<file path="config.mk">
export PLATFORM = sky130hd
export DESIGN_NAME = bus_timer
export DESIGN_NICKNAME = d
export VERILOG_FILES = /design/src/rtl/bus_timer.sv
export SDC_FILE = /design/constraint.sdc
export NUM_CORES = 1
export LEC_CHECK = 0
export CAP_MARGIN = 20
export CORE_MARGIN = 2
export CORE_UTILIZATION = 40
export CTS_CLUSTER_DIAMETER = 200
export DETAILED_ROUTE_END_ITERATION = 10
export GPL_ROUTABILITY_DRIVEN = 0
export MAX_ROUTING_LAYER = met4
export PLACE_DENSITY = 0.62
export SLEW_MARGIN = 30
export SYNTH_ARGS = -nofsm -noshare
export SYNTH_HDL_FRONTEND = slang
export SYNTH_SLANG_ARGS = --single-unit
</file>
<file path="constraint.sdc">
create_clock -name cpu_clk -period 3.1 [get_ports cpu_clk]
set_clock_uncertainty 0.2 [all_clocks]
set_input_delay 0.62 -clock cpu_clk [delete_from_list [all_inputs] [get_ports cpu_clk]]
set_output_delay 0.62 -clock cpu_clk [all_outputs]
set_load 0.02 [all_outputs]
</file>
<file path="src/rtl/bus_timer.sv">
// bus_timer: memory-mapped 16-bit down-counting timer answering CPU accesses with a busy/ready handshake.
// Optional capture unit is built when TIMER_CAPTURE_EN is defined.
module bus_timer #(
  parameter int unsigned WAIT_STATES = 1,
  parameter logic [15:0] RST_RELOAD  = 16'hFFFF
) (
  input  logic        cpu_clk,
  input  logic        rst,
  input  logic        sel,
  input  logic [2:0]  addr,
  input  logic [15:0] data_in,
  input  logic        ram_read,
  input  logic        ram_write,
  output logic [15:0] data_out,
  output logic        busy,
  output logic        ready,
  input  logic        capture_in,
  output logic        irq
);

  typedef enum logic [1:0] {S_IDLE, S_WAIT, S_DONE} state_t;

  localparam logic [2:0] WAIT_LAST = 3'(WAIT_STATES - 1);

  state_t      state, state_nx;
  logic [2:0]  wait_cnt;
  logic [2:0]  addr_q;
  logic [15:0] data_q;
  logic        wr_q;
  logic        req, wait_done, commit;
  logic [15:0] rd_val;

  logic        en, irq_en, auto_rl, pend;
  logic [15:0] presc, reload, count, presc_cnt;
  logic        tick, expire;

`ifdef TIMER_CAPTURE_EN
  logic        cap_prev, cap_flag, cap_evt;
  logic [15:0] capture;
  assign cap_evt = capture_in & ~cap_prev;
`else
  logic        unused_capture;
  assign unused_capture = capture_in;
`endif

  assign req       = sel & (ram_read | ram_write);
  assign wait_done = (wait_cnt == WAIT_LAST);
  assign commit    = (state == S_WAIT) && wait_done && wr_q;
  assign busy      = (state == S_WAIT);
  assign ready     = (state == S_DONE);
  // >= keeps the prescaler from running the full 16-bit range when PRESC is lowered mid-count
  assign tick      = en && (presc_cnt >= presc);
  assign expire    = tick && (count == '0);

  always_ff @(posedge cpu_clk) begin
    if (rst) state <= S_IDLE;
    else     state <= state_nx;
  end

  always_comb begin
    state_nx = state;
    case (state)
      S_IDLE:  if (req)       state_nx = S_WAIT;
      S_WAIT:  if (wait_done) state_nx = S_DONE;
      S_DONE:  if (!req)      state_nx = S_IDLE;
      default:                state_nx = S_IDLE;
    endcase
  end

  always_ff @(posedge cpu_clk) begin
    if (rst) begin
      wait_cnt <= '0;
      addr_q   <= '0;
      data_q   <= '0;
      wr_q     <= 1'b0;
      data_out <= '0;
    end else begin
      if (state == S_IDLE && req) begin
        addr_q   <= addr;
        data_q   <= data_in;
        wr_q     <= ram_write;
        wait_cnt <= '0;
      end else if (state == S_WAIT) begin
        wait_cnt <= wait_cnt + 3'd1;
      end
      if (state == S_WAIT && wait_done) data_out <= wr_q ? '0 : rd_val;
      else if (state_nx != S_DONE)      data_out <= '0;
    end
  end

  always_comb begin
    rd_val = '0;
    case (addr_q)
      3'd0:    rd_val = {13'd0, auto_rl, irq_en, en};
      3'd1:    rd_val = presc;
      3'd2:    rd_val = reload;
      3'd3:    rd_val = count;
`ifdef TIMER_CAPTURE_EN
      3'd4:    rd_val = {14'd0, cap_flag, pend};
      3'd5:    rd_val = capture;
`else
      3'd4:    rd_val = {15'd0, pend};
`endif
      default: rd_val = '0;
    endcase
  end

  // Timer update first, CPU write after it, PEND set last: encodes write-wins and set-wins priorities
  always_ff @(posedge cpu_clk) begin
    if (rst) begin
      en        <= 1'b0;
      irq_en    <= 1'b0;
      auto_rl   <= 1'b0;
      presc     <= '0;
      reload    <= RST_RELOAD;
      count     <= '0;
      presc_cnt <= '0;
      pend      <= 1'b0;
      irq       <= 1'b0;
    end else begin
      if (tick) begin
        presc_cnt <= '0;
        if (count != '0)  count <= count - 16'd1;
        else if (auto_rl) count <= reload;
        else              en    <= 1'b0;
      end else if (en) begin
        presc_cnt <= presc_cnt + 16'd1;
      end
      if (commit) begin
        case (addr_q)
          3'd0: begin
            en      <= data_q[0];
            irq_en  <= data_q[1];
            auto_rl <= data_q[2];
            if (data_q[0] && !en) presc_cnt <= '0;
          end
          3'd1:    presc  <= data_q;
          3'd2:    reload <= data_q;
          3'd3:    count  <= data_q;
          3'd4:    if (data_q[0]) pend <= 1'b0;
          default: ;
        endcase
      end
      if (expire) pend <= 1'b1;
      irq <= pend & irq_en;
    end
  end

`ifdef TIMER_CAPTURE_EN
  always_ff @(posedge cpu_clk) begin
    if (rst) begin
      cap_prev <= 1'b0;
      cap_flag <= 1'b0;
      capture  <= '0;
    end else begin
      cap_prev <= capture_in;
      if (commit && addr_q == 3'd4 && data_q[1]) cap_flag <= 1'b0;
      if (cap_evt) begin
        capture  <= count;
        cap_flag <= 1'b1;
      end
    end
  end
`endif

endmodule

</file>
==> results.py, run 1 <==
metrics = {
    "yosys": {
        "synthTopCellsByArea": "dfxtp_1, nand2_1, mux2i_1, nor2_1, ha_1",
        "synth.avg_cell_area_um2": 8.26,
        "yosys.area_share.adder_pct": 4.66,
        "ys.warnings.count": 0,
        "ys_seq_area_share_pct": 39.1,
        "syn_inst": 682,
        "async_reset_ff_share_pct": 0,
        "netlist_area_um2": 5640,
        "synth-xor-area-share_pct": 2.80,
        "muxShareOfSynthArea_pct": 6.73,
        "synth_top_family_by_area": "simple AND/OR/NAND/NOR gates",
        "synth_fp_nets": 728,
        "synth_top_area_share_pct": 39.1,
        "synth_top_area_cell": "dfxtp_1",
        "synth-seq-cells": 110,
        "synth-simple-area-share_pct": 24.2,
        "synthDistinctLibCells": 66,
        "ys.flop_type": "dfxtp_1",
        "synth_compound_area_share_pct": 16.4,
        "synth_edf_count": 0,
    },
    "finish": {
        "area_growth_pct": 16.0,
        "layout_commonest_cell": "nand2_1",
        "final_layout_size_suffix_gt1_share_pct": 8.21,
        "nFillCells": 1335,
        "num_antenna_cells": 0,
        "nNetsFinal": 760,
        "most-common-layout-cells": "nand2_1, dfxtp_1, nor2_1, clkdlybuf4s50_1, a21oi_1",
    },
    "die": {
        "ios": 44,
        "die-width_um": 123,
        "coreArea_um2": 13800,
        "initial_core_util_pct": 40.8,
        "design.die.area_um2": 15100,
        "rows": 43,
        "die_h_um": 123,
    },
    "timing": {
        "hold_slack_ps": 261,
        "hold_viol": 0,
        "slew_viol_final": 0,
        "worst_pin_slew_ps": 823,
        "max_freq_mhz": 352,
        "slew-limit-headroom_pct": 45.1,
        "period_share_pct": 91.6,
        "fin_tns_setup_ps": 0,
        "min_period_ps": 2840,
        "rsz0062_at_grt": "false",
        "finalSetupViolCount": 0,
    },
    "worst_setup_path": {
        "worst_path_max_delay_cell": "a21oi_2",
        "critical_path_class": "flop to flop",
        "crit_buf_inv": 2,
        "critical_path.max_stage_delay_ps": 550,
        "cp.arrival_ps": 2900,
        "critPathRequiredTime_ps": 3160,
        "cp_max_fo": 14,
        "path_cells": "inv_1 -> ha_1 -> nand4_1 -> a211oi_1 -> a32oi_1 -> a21oi_2 -> buf_4 -> o21ai_0 -> a31o_2",
        "crit_path_start_kind": "flop",
        "worstSetupEndpointType": "flop",
        "critPathTopFamily": "compound AO/OA/AOI/OAI gates",
    },
    "clock_tree": {
        "ctsRootBufferMaster": "clkbuf_16",
        "cts_tree": "done",
        "cts_max_path_buffers": 2,
        "clk-insertion-delay-late_ps": 360,
        "cts_sinks": 110,
        "postCtsSetupBuffers": 0,
        "cts.repair.resized": 0,
        "htree_levels": 3,
        "cts_hold_buf": 0,
        "clkTransAtPathRegs_ps": 70,
        "cts_buffers": 9,
    },
    "run": {
        "cap_viol_max_count": 0,
    },
    "power": {
        "power_leakage_nw": 2.65,
        "powerDensity_nw_per_um2": 433,
        "finalPower_mw": 2.83,
        "max-vdd-ir-drop_uv": 440,
    },
    "hold_path": {
        "hold_path.class": "flop to flop",
    },
    "detailed_routing": {
        "wire_per_inst_um": 16.5,
        "drt-vias-per-instance": 5.56,
        "vias": 5001,
        "route.antenna.remaining_nets": 0,
        "drcViolationCount": 0,
        "first_iter_violations": 506,
        "routed_wl_um": 14800,
        "drt-pass1-iter-count": 5,
    },
    "outcome": {
        "outcome": "complete, no violations",
    },
    "place": {
        "portBuffers": 42,
        "hpwl_um": 10900,
    },
    "global_routing": {
        "gr-total-overflow": 0,
        "grt_max_degree": 38,
        "grt_antenna_before_repair": 0,
        "track_usage_pct": 21.5,
        "grt_pass1_vias": 4753,
        "grt_pass1_wl_um": 24300,
    },
}
Yosys cell counts, types with 7 or more instances:
cell	n
a211oi_1	7
nand3b_1	17
nand2_1	114
a22o_1	14
nand3_1	15
inv_1	28
o21ai_0	25
buf_6	7
clkbuf_1	33
nor3_1	13
dfxtp_1	110
xor2_1	15
ha_1	21
a21oi_1	40
nor2_1	79
a22oi_1	17
mux2i_1	30
worst paths after layout:
kind,from,to,slack [ps],cells past startpoint
worst max-delay path,presc[15]$_SDFFE_PP0P_,count[4]$_SDFF_PP0_,260,9
worst min-delay path,pend$_SDFFE_PP0P_,irq$_SDFF_PP0_,260,2
worst max register to register,presc[15]$_SDFFE_PP0P_,count[4]$_SDFF_PP0_,260,9
worst min register to register,pend$_SDFFE_PP0P_,irq$_SDFF_PP0_,260,2
sequential cells by signal, summed over array words and instances (netlist names), 2 cells and up:
signal	count
presc	16
reload	16
state	2
presc_cnt	16
addr_q	3
data_out	16
data_q	16
count	16
wait_cnt	3
tightest hold or removal path: cells and delay by family, from the launching register on:
kind / cells / cell delay [ps]
flops: 1 / 330
simple gates: 2 / 90
stage by stage:
step	utilization (%)	setup slack (ps)	area, um^2	std cells
2_1_floorplan	-	419	5640	682
3_3_place_gp	45.1	317	6230	883
3_5_place_dp	45.1	279	6240	883
4_1_cts	47.3	240	6540	899
5_1_grt	47.3	37.2	6540	899
6_report	47.3	261	6540	899
final cells by class:
class / instances / area, um^2 / share of cell area (%)
clock inverter: 5 / 58.8 / 0.899
clock buffer: 11 / 243 / 3.71
sequential: 110 / 2200 / 33.7
timing repair buffer: 67 / 603 / 9.22
multi-input combinational: 498 / 3100 / 47.4
inverter: 28 / 105 / 1.61
tap: 180 / 225 / 3.44
metal layers:
layer  vias up  wire length [um]  GRT usage [%]
met5         -                 0              -
met4         0               180           4.81
met3        16               968           5.02
met2       185              6640           32.8
met1      2355              7040           29.1
li1       2445                 -              -
logic make-up (layout without fill, tap and decap cells):
family | Yosys count | after routing
compound gates | 137 | 137
xor+xnor | 18 | 18
fa+ha+maj | 21 | 21
buf+inv | 74 | 111
flops | 110 | 110
mux | 34 | 34
simple gates | 288 | 288
where the power goes:
| group | switching, mW | total [mW] | internal, mW |
|---|---|---|---|
| Combinational | 0.105 | 0.187 | 0.0827 |
| Clock | 0.524 | 1.17 | 0.649 |
| Sequential | 0.0349 | 1.47 | 1.43 |
Power figures use the tool's default switching activity.
==> inputs of run 2 (changes only) <==
Clock period 3.1 ns to 3 ns, I/O delays scaled along.
==> results.py, run 2 (synthesis gave the netlist of run 1 again) <==
metrics = {
    "run": {
        "cap_viol_max_count": 0,
    },
    "clock_tree": {
        "ctsRootBufferMaster": "clkbuf_16",
        "cts.repair.resized": 0,
        "cts_sinks": 110,
        "cts_max_path_buffers": 2,
        "cts_hold_buf": 0,
        "cts_buffers": 9,
        "cts_tree": "done",
        "postCtsSetupBuffers": 0,
        "htree_levels": 3,
        "clk-insertion-delay-late_ps": 360,
        "clkTransAtPathRegs_ps": 70,
    },
    "power": {
        "p_switching_mw": 0.694,
        "sequentialPowerShare_pct": 49.0,
        "power_frac_comb_pct": 6.3,
        "clockPowerShare_pct": 44.7,
        "switching_share_pct": 22.4,
        "powerDensity_nw_per_um2": 469,
        "internal-power_mw": 2.41,
        "max-vdd-ir-drop_uv": 337,
        "power_leakage_nw": 2.69,
    },
    "finish": {
        "final_layout_size_suffix_gt1_share_pct": 8.36,
        "seqCellArea_um2": 2200,
        "fin_cells": 898,
        "final_area_um2": 6600,
        "final_util_pct": 47.8,
        "nNetsFinal": 759,
        "most-common-layout-cells": "nand2_1, dfxtp_1, nor2_1, clkdlybuf4s50_1, a21oi_1",
        "area_growth_pct": 17.1,
        "num_antenna_cells": 0,
        "layout_commonest_cell": "nand2_1",
        "nFillCells": 1349,
        "multi_input_area_um2": 3110,
    },
    "global_routing": {
        "grt_pass1_wl_um": 24700,
        "grt_antenna_before_repair": 0,
        "track_usage_pct": 21.8,
        "grt_pass1_vias": 4738,
        "grt_max_degree": 80,
        "gr-total-overflow": 0,
    },
    "worst_setup_path": {
        "critical_path_class": "flop to flop",
        "cp.arrival_ps": 2770,
        "r2r_start": "presc_cnt[0]$_SDFF_PP0_",
        "cp_max_fo": 14,
        "critical_path.max_stage_delay_ps": 400,
        "critPathCapture": "count[7]$_SDFF_PP0_",
        "path_cells": "inv_1 -> ha_1 -> nand2b_1 -> a2111o_1 -> a32oi_1 -> a21oi_4 -> buf_4 -> a32o_1 -> a31o_2",
        "critPathRequiredTime_ps": 3060,
        "crit_path_start_kind": "flop",
        "worstSetupEndpointType": "flop",
        "worstReg2RegEnd": "count[7]$_SDFF_PP0_",
        "r2r_cells": 9,
        "rrSetupSlack_ps": 290,
        "crit_start": "presc_cnt[0]$_SDFF_PP0_",
        "worst_path_max_delay_cell": "a2111o_1",
    },
    "detailed_routing": {
        "drcViolationCount": 0,
        "drt-vias-per-instance": 5.62,
        "first_iter_violations": 406,
        "drt-pass1-iter-count": 5,
        "routed_wl_um": 15100,
        "wire_per_inst_um": 16.8,
        "route.antenna.remaining_nets": 0,
        "vias": 5048,
    },
    "timing": {
        "rsz0062_at_grt": "false",
        "hold_viol": 0,
        "max_freq_mhz": 369,
        "worst_pin_slew_ps": 742,
        "slew-limit-headroom_pct": 50.4,
        "slew_viol_final": 0,
        "hold_slack_ps": 262,
        "fin_tns_setup_ps": 0,
        "finalSetupViolCount": 0,
        "period_share_pct": 90.3,
        "min_period_ps": 2710,
    },
    "die": {
        "die-width_um": 123,
        "ios": 44,
        "rows": 43,
        "initial_core_util_pct": 40.8,
        "die_h_um": 123,
        "design.die.area_um2": 15100,
        "coreArea_um2": 13800,
    },
    "place": {
        "hpwl_um": 10900,
        "portBuffers": 42,
        "place_area_um2": 6240,
        "dp.cells": 882,
    },
    "outcome": {
        "outcome": "complete, no violations",
    },
    "hold_path": {
        "hold_path.class": "flop to flop",
    },
}
run 2: cell types whose count changed in the layout (fill, tap and decap cells not counted), sizes merged:
cell,previous run,this run
bufinv,1,3
clkinvlp,2,0
buf,26,25
clkbuf,11,10
clkinv,2,3
run 2: worst min-delay path by stage:
stage	startpoint	end	slack, ps	cells after the start
floorplan	pend$_SDFFE_PP0P_	irq$_SDFF_PP0_	220	2
CTS	pend$_SDFFE_PP0P_	irq$_SDFF_PP0_	270	2
detailed placement	pend$_SDFFE_PP0P_	irq$_SDFF_PP0_	260	2
global route	pend$_SDFFE_PP0P_	irq$_SDFF_PP0_	290	2
finish	pend$_SDFFE_PP0P_	irq$_SDFF_PP0_	260	2
global placement	pend$_SDFFE_PP0P_	irq$_SDFF_PP0_	260	2
run 2: cell type report:
class                      count  area share, %
timing repair buffer          66           9.21
multi-input combinational    498           47.2
tap                          180           3.41
sequential                   110           33.4
clock buffer                  10           3.62
inverter                      28           1.59
clock inverter                 6           1.65
run 2: metrics by stage:
step	power (mW)	setup WS, ps
final	3.10	290
after global routing	3.20	85.9
after CTS	3.12	85.7
after detailed placement	1.75	115
after global placement	1.74	175
after floorplan	1.65	319
run 2: routing by layer:
metal / vias up / wire length [um] / global-route usage [%]
li1: 2451 / - / -
met4: 0 / 277 / 6.61
met1: 2375 / 7120 / 29.3
met2: 199 / 6660 / 32.5
met3: 23 / 1010 / 5.30
met5: - / 0 / -
run 2: power by group through the flow:
stage | sequential [mW] | combinational, mW | clock [mW]
after floorplan | 1.53 | 0.121 | 0
after global placement | 1.55 | 0.189 | 0
after detailed placement | 1.55 | 0.194 | 0
after CTS | 1.52 | 0.195 | 1.41
after global routing | 1.52 | 0.214 | 1.46
final | 1.52 | 0.195 | 1.39
run 2: worst max-delay path: cells and delay by family (launching register included):
family / cells / cell delay, ps
fa+ha+maj: 1 / 260
flops: 1 / 370
simple gates: 1 / 140
compound gates: 5 / 1360
buf+inv: 2 / 280
